===== src/rtl/fpu_mul_sched_if.sv =====
// Request, multiplier and response bundle for the shared mantissa-multiplier scheduler.
// slave = the scheduler, master = the FPU sequencers plus the multiplier instance.
interface fpu_mul_sched_if #(
    parameter int NREQ    = 3,
    parameter int A_WIDTH = 24,
    parameter int B_WIDTH = 24
);
    logic [NREQ-1:0]              req_valid;
    logic [NREQ*A_WIDTH-1:0]      req_a;
    logic [NREQ*B_WIDTH-1:0]      req_b;
    logic [NREQ-1:0]              req_ready;
    logic                         flush;
    logic [A_WIDTH-1:0]           mul_a;
    logic [B_WIDTH-1:0]           mul_b;
    logic [A_WIDTH+B_WIDTH-1:0]   mul_product;
    logic [NREQ-1:0]              rsp_valid;
    logic [A_WIDTH+B_WIDTH-1:0]   rsp_product;
    logic                         busy;

    modport slave (
        input  req_valid, req_a, req_b, flush, mul_product,
        output req_ready, mul_a, mul_b, rsp_valid, rsp_product, busy
    );

    modport master (
        output req_valid, req_a, req_b, flush, mul_product,
        input  req_ready, mul_a, mul_b, rsp_valid, rsp_product, busy
    );
endinterface


===== src/rtl/fpu_mul_sched.sv =====
// Single-issue scheduler for the pipelined mantissa multiplier with tag tracking of owners.
// Define FPU_MUL_SCHED_FIXED_PRIO_EN for fixed lowest-index priority instead of round-robin.
module fpu_mul_sched #(
    parameter int NREQ    = 3,
    parameter int A_WIDTH = 24,
    parameter int B_WIDTH = 24,
    parameter int LATENCY = 3
) (
    input logic             clk,
    input logic             rst_n,
    fpu_mul_sched_if.slave  bus
);
    localparam int PTR_W = (NREQ > 1) ? $clog2(NREQ) : 1;

    logic [NREQ-1:0]    grant;
    logic               accept;
    logic [A_WIDTH-1:0] sel_a;
    logic [B_WIDTH-1:0] sel_b;
    logic [A_WIDTH-1:0] mul_a_q;
    logic [B_WIDTH-1:0] mul_b_q;
    logic [LATENCY:0]   stage_valid;
    logic [NREQ-1:0]    stage_owner [LATENCY+1];

`ifdef FPU_MUL_SCHED_FIXED_PRIO_EN
    always_comb begin
        logic found;
        grant = '0;
        found = 1'b0;
        for (int i = 0; i < NREQ; i++) begin
            if (!found && bus.req_valid[PTR_W'(i)]) begin
                found = 1'b1;
                grant[PTR_W'(i)] = 1'b1;
            end
        end
    end
`else
    logic [PTR_W-1:0] rr_ptr;
    logic [PTR_W-1:0] grant_idx;

    // Search begins one past the last winner and wraps modulo NREQ.
    always_comb begin
        logic             found;
        logic [PTR_W-1:0] idx;
        grant     = '0;
        grant_idx = '0;
        found     = 1'b0;
        idx       = '0;
        for (int k = 1; k <= NREQ; k++) begin
            idx = PTR_W'((int'(rr_ptr) + k) % NREQ);
            if (!found && bus.req_valid[idx]) begin
                found     = 1'b1;
                grant[idx] = 1'b1;
                grant_idx = idx;
            end
        end
    end

    always_ff @(posedge clk or negedge rst_n) begin
        if (!rst_n) begin
            rr_ptr <= PTR_W'(NREQ - 1);
        end else if (accept) begin
            rr_ptr <= grant_idx;
        end
    end
`endif

    assign bus.req_ready = (rst_n && !bus.flush) ? grant : '0;
    assign accept        = |bus.req_ready;

    always_comb begin
        sel_a = '0;
        sel_b = '0;
        for (int i = 0; i < NREQ; i++) begin
            if (grant[PTR_W'(i)]) begin
                sel_a = bus.req_a[i*A_WIDTH +: A_WIDTH];
                sel_b = bus.req_b[i*B_WIDTH +: B_WIDTH];
            end
        end
    end

    // Operands only load on an accepted request so the multiplier inputs stay quiet when idle.
    always_ff @(posedge clk or negedge rst_n) begin
        if (!rst_n) begin
            mul_a_q <= '0;
            mul_b_q <= '0;
        end else if (accept) begin
            mul_a_q <= sel_a;
            mul_b_q <= sel_b;
        end
    end

    always_ff @(posedge clk or negedge rst_n) begin
        if (!rst_n) begin
            stage_valid <= '0;
            for (int i = 0; i <= LATENCY; i++) stage_owner[i] <= '0;
        end else if (bus.flush) begin
            stage_valid <= '0;
            for (int i = 0; i <= LATENCY; i++) stage_owner[i] <= '0;
        end else begin
            stage_valid    <= {stage_valid[LATENCY-1:0], accept};
            stage_owner[0] <= bus.req_ready;
            for (int i = 1; i <= LATENCY; i++) stage_owner[i] <= stage_owner[i-1];
        end
    end

    assign bus.mul_a       = mul_a_q;
    assign bus.mul_b       = mul_b_q;
    assign bus.rsp_valid   = stage_valid[LATENCY] ? stage_owner[LATENCY] : '0;
    assign bus.rsp_product = bus.mul_product;
    assign bus.busy        = |stage_valid;
endmodule


===== src/flat_wrapper.sv =====
// flat-port wrapper written by rule: the top's interface ports become plain ports
module fpu_mul_sched_flat 
#(
    parameter int NREQ    = 3,
    parameter int A_WIDTH = 24,
    parameter int B_WIDTH = 24,
    parameter int LATENCY = 3
)
  (clk, rst_n, bus_req_valid, bus_req_a, bus_req_b, bus_flush, bus_mul_product, bus_req_ready, bus_mul_a, bus_mul_b, bus_rsp_valid, bus_rsp_product, bus_busy);
  fpu_mul_sched_if #(.NREQ(NREQ), .A_WIDTH(A_WIDTH), .B_WIDTH(B_WIDTH)) bus_i ();
  input logic clk;
  input logic rst_n;
  input wire logic [$bits(bus_i.req_valid)-1:0] bus_req_valid;
  input wire logic [$bits(bus_i.req_a)-1:0] bus_req_a;
  input wire logic [$bits(bus_i.req_b)-1:0] bus_req_b;
  input wire logic [$bits(bus_i.flush)-1:0] bus_flush;
  input wire logic [$bits(bus_i.mul_product)-1:0] bus_mul_product;
  output wire logic [$bits(bus_i.req_ready)-1:0] bus_req_ready;
  output wire logic [$bits(bus_i.mul_a)-1:0] bus_mul_a;
  output wire logic [$bits(bus_i.mul_b)-1:0] bus_mul_b;
  output wire logic [$bits(bus_i.rsp_valid)-1:0] bus_rsp_valid;
  output wire logic [$bits(bus_i.rsp_product)-1:0] bus_rsp_product;
  output wire logic [$bits(bus_i.busy)-1:0] bus_busy;
  assign bus_i.req_valid = bus_req_valid;
  assign bus_i.req_a = bus_req_a;
  assign bus_i.req_b = bus_req_b;
  assign bus_i.flush = bus_flush;
  assign bus_i.mul_product = bus_mul_product;
  assign bus_req_ready = bus_i.req_ready;
  assign bus_mul_a = bus_i.mul_a;
  assign bus_mul_b = bus_i.mul_b;
  assign bus_rsp_valid = bus_i.rsp_valid;
  assign bus_rsp_product = bus_i.rsp_product;
  assign bus_busy = bus_i.busy;
  fpu_mul_sched #(.NREQ(NREQ), .A_WIDTH(A_WIDTH), .B_WIDTH(B_WIDTH), .LATENCY(LATENCY)) u_core (.clk(clk), .rst_n(rst_n), .bus(bus_i));
endmodule

===== config.mk =====
export PLATFORM = sky130hd
export DESIGN_NAME = fpu_mul_sched_flat
export DESIGN_NICKNAME = d
export VERILOG_FILES = /design/src/rtl/fpu_mul_sched_if.sv /design/src/rtl/fpu_mul_sched.sv /design/src/flat_wrapper.sv
export SDC_FILE = /design/constraint.sdc
export NUM_CORES = 1
export LEC_CHECK = 0
export BUFFER_PORTS_ARGS = -buffer_cell sky130_fd_sc_hd__buf_2
export CAP_MARGIN = 30
export CORE_AREA = 3 3 115 117
export DETAILED_ROUTE_END_ITERATION = 10
export DIE_AREA = 0 0 118 120
export GPL_TIMING_DRIVEN = 0
export PLACE_DENSITY = 0.68
export SLEW_MARGIN = 20
export SYNTH_ARGS = -nofsm -noshare
export SYNTH_HDL_FRONTEND = slang
export SYNTH_SLANG_ARGS = --single-unit
export TNS_END_PERCENT = 100

===== constraint.sdc =====
create_clock -name clk -period 4.75 [get_ports clk]
set_input_delay 0.95 -clock clk [delete_from_list [all_inputs] [get_ports clk]]
set_output_delay 0.95 -clock clk [all_outputs]
set_load 0.05 [all_outputs]

# Yosys cells after proc, flatten, opt, wreduce, memory -nomap -nowiden
# Cells that the tools add are included.
word_totals:
  regBits: 66
  output_inout_bits: 103
  in_bits: 198
op_classes:
  order_cmp: 6
  div: 3
  addsub: 3
  n_reduce_logical: 11
  n_mux: 28
  bitwise_logic: 2
ops:
  columns: ["op", "n"]
  rows:
  - ["32-bit by 3-bit modulo with 32-bit output, second input constant", 3]
  - ["24-bit 2-to-1 mux", 4]
  - ["3-bit 2-to-1 mux", 5]
  - ["12-bit 2-to-1 mux", 1]
  - ["2-bit by 3-bit less-than comparator with 1-bit output, second input constant", 3]
  - ["1-bit 2-to-1 mux", 8]
  - ["2-bit by 2-bit adder with 3-bit output, second input constant", 2]
  - ["1-bit binary-select mux with 2-bit select", 3]
  - ["1-bit demux with 2-bit select", 3]
  - ["2-bit by 1-bit greater-or-equal comparator with 1-bit output, second input constant", 3]
  - ["1-bit logical AND", 6]
  - ["2-bit 2-to-1 mux", 3]
  - ["3-bit bitwise OR", 2]
  - ["4-bit 2-to-1 mux", 1]
  - ["4-bit OR reduction", 1]
  - ["2-bit by 1-bit adder with 3-bit output, second input constant", 1]
  - ["1-bit zero test", 3]
  - ["3-bit OR reduction", 1]

# Depth between registers and ports, before layout
logic_depth:
  word_depth: 14
  depth_mapped: 10
  depth_no_buf: 8

# Least setup slack after synthesis
# No wires, ideal clock.
synth_timing:
  path_type: "input -> output"
  from: "input port bus_req_valid[2]"
  to: "output port bus_req_ready[0]"
  required_time_ns: 3.800
  path_slack_ns: 1.069
  path_stages: 7
  arrival_time_ns: 2.731
  cell_sequence: "mux2i_1 o22ai_1 nor4_1 or2_2 buf_2 clkbuf_1 and2_1"
synth_via:
  elab_chain_len: 10
synth_lines:
  columns: ["item", "line_no", "source"]
  rows:
  - ["start: declaration", "flat_wrapper.sv:13", "input wire logic [$bits(bus_i.req_valid)-1:0] bus_req_valid;"]
  - ["1-bit binary-select mux with 2-bit select", "fpu_mul_sched.sv:50", "if (!found && bus.req_valid[idx]) begin"]
  - ["1-bit 2-to-1 mux (implied by the code)", "fpu_mul_sched.sv:50", null]
  - ["1-bit 2-to-1 mux", "fpu_mul_sched.sv:50", null]
  - ["1-bit zero test", "fpu_mul_sched.sv:50", null]
  - ["1-bit logical AND", "fpu_mul_sched.sv:50", null]
  - ["1-bit 2-to-1 mux", "fpu_mul_sched.sv:50", null]
  - ["1-bit zero test", "fpu_mul_sched.sv:50", null]
  - ["1-bit logical AND", "fpu_mul_sched.sv:50", null]
  - ["3-bit 2-to-1 mux (*)", "fpu_mul_sched.sv:50", null]
  - ["3-bit 2-to-1 mux (*)", "fpu_mul_sched.sv:67", "assign bus.req_ready = (rst_n && !bus.flush) ? grant : '0;"]
  - ["end: declaration", "flat_wrapper.sv:18", "output wire logic [$bits(bus_i.req_ready)-1:0] bus_req_ready;"]
# Every way passes the cells marked *; elsewhere a longest branch is shown, timed or not. The select of a mux whose other input is x is not followed.

# Worst setup path after layout
layout_timing:
  from: "register u_core.rr_ptr[0]"
  to: "output port bus_req_ready[0]"
layout_via:
  elab_chain_len: 12
layout_lines:
  columns: ["item", "line_no", "source"]
  rows:
  - ["start: declaration", "fpu_mul_sched.sv:37", "logic [PTR_W-1:0] rr_ptr;"]
  - ["start signal: assignment", "fpu_mul_sched.sv:60", "rr_ptr <= PTR_W'(NREQ - 1);"]
  - ["start signal: assignment", "fpu_mul_sched.sv:62", "rr_ptr <= grant_idx;"]
  - ["2-bit by 1-bit adder with 3-bit output", "fpu_mul_sched.sv:49", "idx = PTR_W'((int'(rr_ptr) + k) % NREQ);"]
  - ["32-bit by 3-bit modulo with 32-bit output", "fpu_mul_sched.sv:49", null]
  - ["2-bit by 3-bit less-than comparator with 1-bit output (implied by the code), or another cell as far along", "fpu_mul_sched.sv:52", "grant[idx] = 1'b1;"]
  - ["1-bit logical AND (implied by the code) / 1-bit 2-to-1 mux (equally long branches)", "fpu_mul_sched.sv:52, fpu_mul_sched.sv:50", null]
  - ["1-bit 2-to-1 mux (on tied branches)", "fpu_mul_sched.sv:52, fpu_mul_sched.sv:50", null]
  - ["1-bit demux with 2-bit select / 1-bit zero test (equally long branches)", null, null]
  - ["3-bit 2-to-1 mux / 1-bit logical AND (equally long branches)", "fpu_mul_sched.sv:50", null]
  - ["3-bit bitwise OR (no line) / 1-bit 2-to-1 mux (equally long branches)", null, null]
  - ["3-bit 2-to-1 mux / 1-bit zero test (equally long branches)", "fpu_mul_sched.sv:50", null]
  - ["3-bit bitwise OR (no line) / 1-bit logical AND (equally long branches)", null, null]
  - ["3-bit 2-to-1 mux (*)", "fpu_mul_sched.sv:50", null]
  - ["3-bit 2-to-1 mux (*)", "fpu_mul_sched.sv:67", null]
# Marked as above.

==> flow_summary.yaml <==
global_routing:
  track_usage_pct: 14.4
  gr-total-overflow: 0
  grt_start_max_net_pins: 35
  grt_pass1_wl_um: 16700
  grt_pass1_vias: 3325
  antenna_violations_before_repair: 0
power_and_ir_drop:
  fraction_of_power_consumed_by_combinational_cells_pct: 61.6
  power.internal_mw: 1.82
  power.share.sequential_pct: 22.8
  p_clk_share_pct: 15.6
  static-leakage-power_nw: 2.70
  vdd_drop_max_mv: 0.288
  switching_share_pct: 54.0
  power_density_nw_per_um2: 770
  net-switching-power_mw: 2.14
cts:
  clk_path_buf_depth: 2
  htree_num_levels: 3
  ctsResizeCount: 0
  worst_skew_pair.late_latency_ns: 0.32
  cts_tree: "built"
  cts.hold.buffers_added: 0
  cts.root.buffer_cell: "sky130_fd_sc_hd__clkbuf_16"
  path_clk_slew_ns: 0.06
  clock_buffer_count_from_cts: 9
  total_number_of_clock_tree_sinks: 66
  cts_setup_buffers: 0
critical_path:
  crit_slowest_cell: "sky130_fd_sc_hd__nor4_1"
  required_ns: 3.80
  critical_path.max_fanout: 10
  peak_per_stage_delay_on_the_critical_path_ns: 0.62
  regToRegSetupSlack_ns: 1.38
  worstSetupPathType: "flop to output pin"
  critical_path.startpoint_type: "flop"
  cp_cell_sequence: "inv_1 -> ha_1 -> nand2_1 -> o22ai_1 -> nor4_1 -> or2_2 -> buf_2 -> clkbuf_1 -> and2_1 -> buf_2"
  timing.critical_path.arrival_ns: 3.41
  critical-path-top-cell-by-count: "sky130_fd_sc_hd__buf_2"
  critical_path.endpoint_type: "output pin"
detailed_routing:
  detailroute.via_count: 3499
  routedWlPerCell_um: 13.2
  ant_nets: 0
  drt_pre_antenna_iters: 5
  first_iter_violations: 110
  avgViaCountPerCell: 4.42
  drc: 0
  postRouteWirelength_um: 10400
logic_synthesis:
  synth_seq_area_share_pct: 45.8
  asyncSetResetFlopFracSynth_pct: 100
  yosys.area_share.simple_pct: 19.9
  synth_compound_gate_area_share_pct: 18.0
  postSynthRegisterBits: 66
  yosysWarningCount: 0
  ys_types: 34
  mappedNetlistArea_um2: 3610
  post_synth_main_area_contributors: "sky130_fd_sc_hd__dfrtp_1, sky130_fd_sc_hd__buf_4, sky130_fd_sc_hd__and2_1, sky130_fd_sc_hd__a31oi_1, sky130_fd_sc_hd__o21ai_0"
  synth_area_in_xor_xnor_pct: 0
  yosysTopAreaCellShare_pct: 45.0
  synth_nets: 600
  synth_enable_flop_cells: 0
  synthMostInstantiatedCell: "sky130_fd_sc_hd__dfrtp_1"
  syn_area_per_cell_um2: 9.07
  synth_top_area_cell: "sky130_fd_sc_hd__dfrtp_1"
  synth_adder_area_share_pct: 1.39
  synth_common_cells: "sky130_fd_sc_hd__dfrtp_1, sky130_fd_sc_hd__and2_1, sky130_fd_sc_hd__nand2_1, sky130_fd_sc_hd__a31oi_1, sky130_fd_sc_hd__buf_4"
  yosys-mux-area-fraction_pct: 1.18
  ys_dominant_reg_cell: "sky130_fd_sc_hd__dfrtp_1"
  combinational_family_with_the_most_area_after_synthesis: "simple AND/OR/NAND/NOR gates"
  syn_inst: 398
finish:
  number_of_inserted_filler_cells_in_the_final_layout: 1318
  multiInputGateArea_um2: 1470
  final_core_utilization_pct: 41.3
  final-seq-area_um2: 1650
  flow.area_growth_from_synthesis_pct: 42.7
  num-nets-final: 816
  antenna-diode-count: 0
  drive_above_1_share_pct: 45.6
sta:
  worst_clock_skew_ns: 0.00419
  max_freq_mhz: 229
  tightestPinTransition_ns: 0.735
  setup_total_negative_slack_ns: 0
  timing.final.max_slew_violations: 0
  final-setup-viol-count: 0
  grt_setup_unrepaired: "false"
  final-hold-violation-count: 0
  fin_crit_ns: 4.36
  share_of_the_clock_period_used_by_the_worst_path_after_layout_pct: 91.8
  relSlewSlack_pct: 50.9
placed_design:
  gp_weighted_congestion: 0.788
  port-buffer-count: 204
  dp_hpwl_um: 8140
floorplan:
  core_area_um2: 12500
  floorplan.die_area_um2: 14200
  fp.dieW_um: 118
  initial_utilization_pct: 29.0
  dieHeight_um: 120
  top_level_ports: 301
  placement_rows: 41
run:
  max_cap_violations: 0
outcome:
  status: "completed"
worst_hold_path:
  hold_class: "flop to flop"
registers in the layout (all words and copies together), names as in the netlist:
signal / cells
u_core.bus.mul_a: 24
u_core.bus.mul_b: 24
u_core.stage_owner: 12
u_core.stage_valid: 4
u_core.rr_ptr: 2
worst paths after layout:
check / start / to / cells after the start
worst max-delay path: u_core.rr_ptr[0] / bus_req_ready[0] / 10
worst min-delay path: u_core.stage_owner[4] / u_core.stage_owner[1] / 1
worst max register to register: u_core.rr_ptr[0] / u_core.bus.mul_b[15] / 8
worst min register to register: u_core.stage_owner[4] / u_core.stage_owner[1] / 1
max in group asynchronous: rst_n / u_core.rr_ptr[1] / 2
min in group asynchronous: rst_n / u_core.bus.mul_a[1] / 1
cell usage in the layout (no fill, tap or decap), types with 2 or more instances in the layout:
cell type / Yosys / final
sky130_fd_sc_hd__dfrtp_1: 65 / 65
sky130_fd_sc_hd__mux2i_1: 2 / 2
sky130_fd_sc_hd__nand2_1: 50 / 50
sky130_fd_sc_hd__inv_1: 6 / 6
sky130_fd_sc_hd__inv_6: 0 / 3
sky130_fd_sc_hd__mux2_2: 2 / 2
sky130_fd_sc_hd__ha_1: 4 / 4
sky130_fd_sc_hd__nor4_1: 2 / 2
sky130_fd_sc_hd__clkbuf_16: 0 / 9
sky130_fd_sc_hd__clkbuf_1: 20 / 20
sky130_fd_sc_hd__o21ai_1: 8 / 8
sky130_fd_sc_hd__o21ai_0: 40 / 40
sky130_fd_sc_hd__buf_4: 49 / 50
sky130_fd_sc_hd__nor2b_1: 16 / 16
sky130_fd_sc_hd__clkinv_2: 0 / 2
sky130_fd_sc_hd__a31oi_1: 49 / 49
sky130_fd_sc_hd__nor2_1: 2 / 2
sky130_fd_sc_hd__buf_2: 6 / 209
sky130_fd_sc_hd__clkinvlp_4: 0 / 2
sky130_fd_sc_hd__and2_1: 58 / 58
power groups by stage:
stage,registers (mW),logic (mW),clock network [mW]
floorplan,1.62,1.11,0
global placement,0.904,2.46,0
detailed placement,0.911,2.48,0
CTS,0.906,2.48,0.641
global route,0.938,2.66,0.668
finish,0.904,2.44,0.619
area by class of cell:
class                   instances  area share, %
clock buffers                   9           4.37
flip-flops and latches         66           32.1
repair buffers                205           20.3
well taps                     172           4.18
inverters                       6          0.437
multi-input cells             251           28.5
clock inverters                 7          0.996
plain buffers                  75           9.18
stage by stage:
| stage | cells | hold WS (ns) | total power, mW | setup WS [ns] | instance area [um^2] |
|---|---|---|---|---|---|
| floorplan | 398 | 0.439 | 2.73 | 1.07 | 3610 |
| global placement | 774 | 0.442 | 3.36 | 0.497 | 4850 |
| detailed placement | 775 | 0.448 | 3.39 | 0.506 | 4880 |
| CTS | 791 | 0.456 | 4.03 | 0.348 | 5150 |
| global route | 791 | 0.480 | 4.27 | 0.165 | 5150 |
| finish | 791 | 0.455 | 3.97 | 0.388 | 5150 |
logic make-up after synthesis:
group	Yosys count
buffers and inverters	81
AOI/OAI and AO/OA	108
adders and majority gates	4
and+or+nand+nor	135
muxes	4
DFF	66
per-layer routing:
metal	part of all wire, %	vias up	routed length, um	GRT usage, %
li1	-	1750	-	-
met1	44	1577	4620	19.3
met2	48	166	4950	23.5
met3	7.5	6	777	4.05
met4	0.61	0	63	3.00
met5	0	-	0	0
critical path: cells and delay by family (launching register included):
| family | cells | cell delay, ns |
|---|---|---|
| AND/OR/NAND/NOR | 4 | 1.15 |
| buffers and inverters | 4 | 0.93 |
| flip-flops | 1 | 0.40 |
| adder cells (fa/ha/maj) | 1 | 0.39 |
| AO/OA/AOI/OAI | 1 | 0.22 |
(Power assumes the default switching activity.)
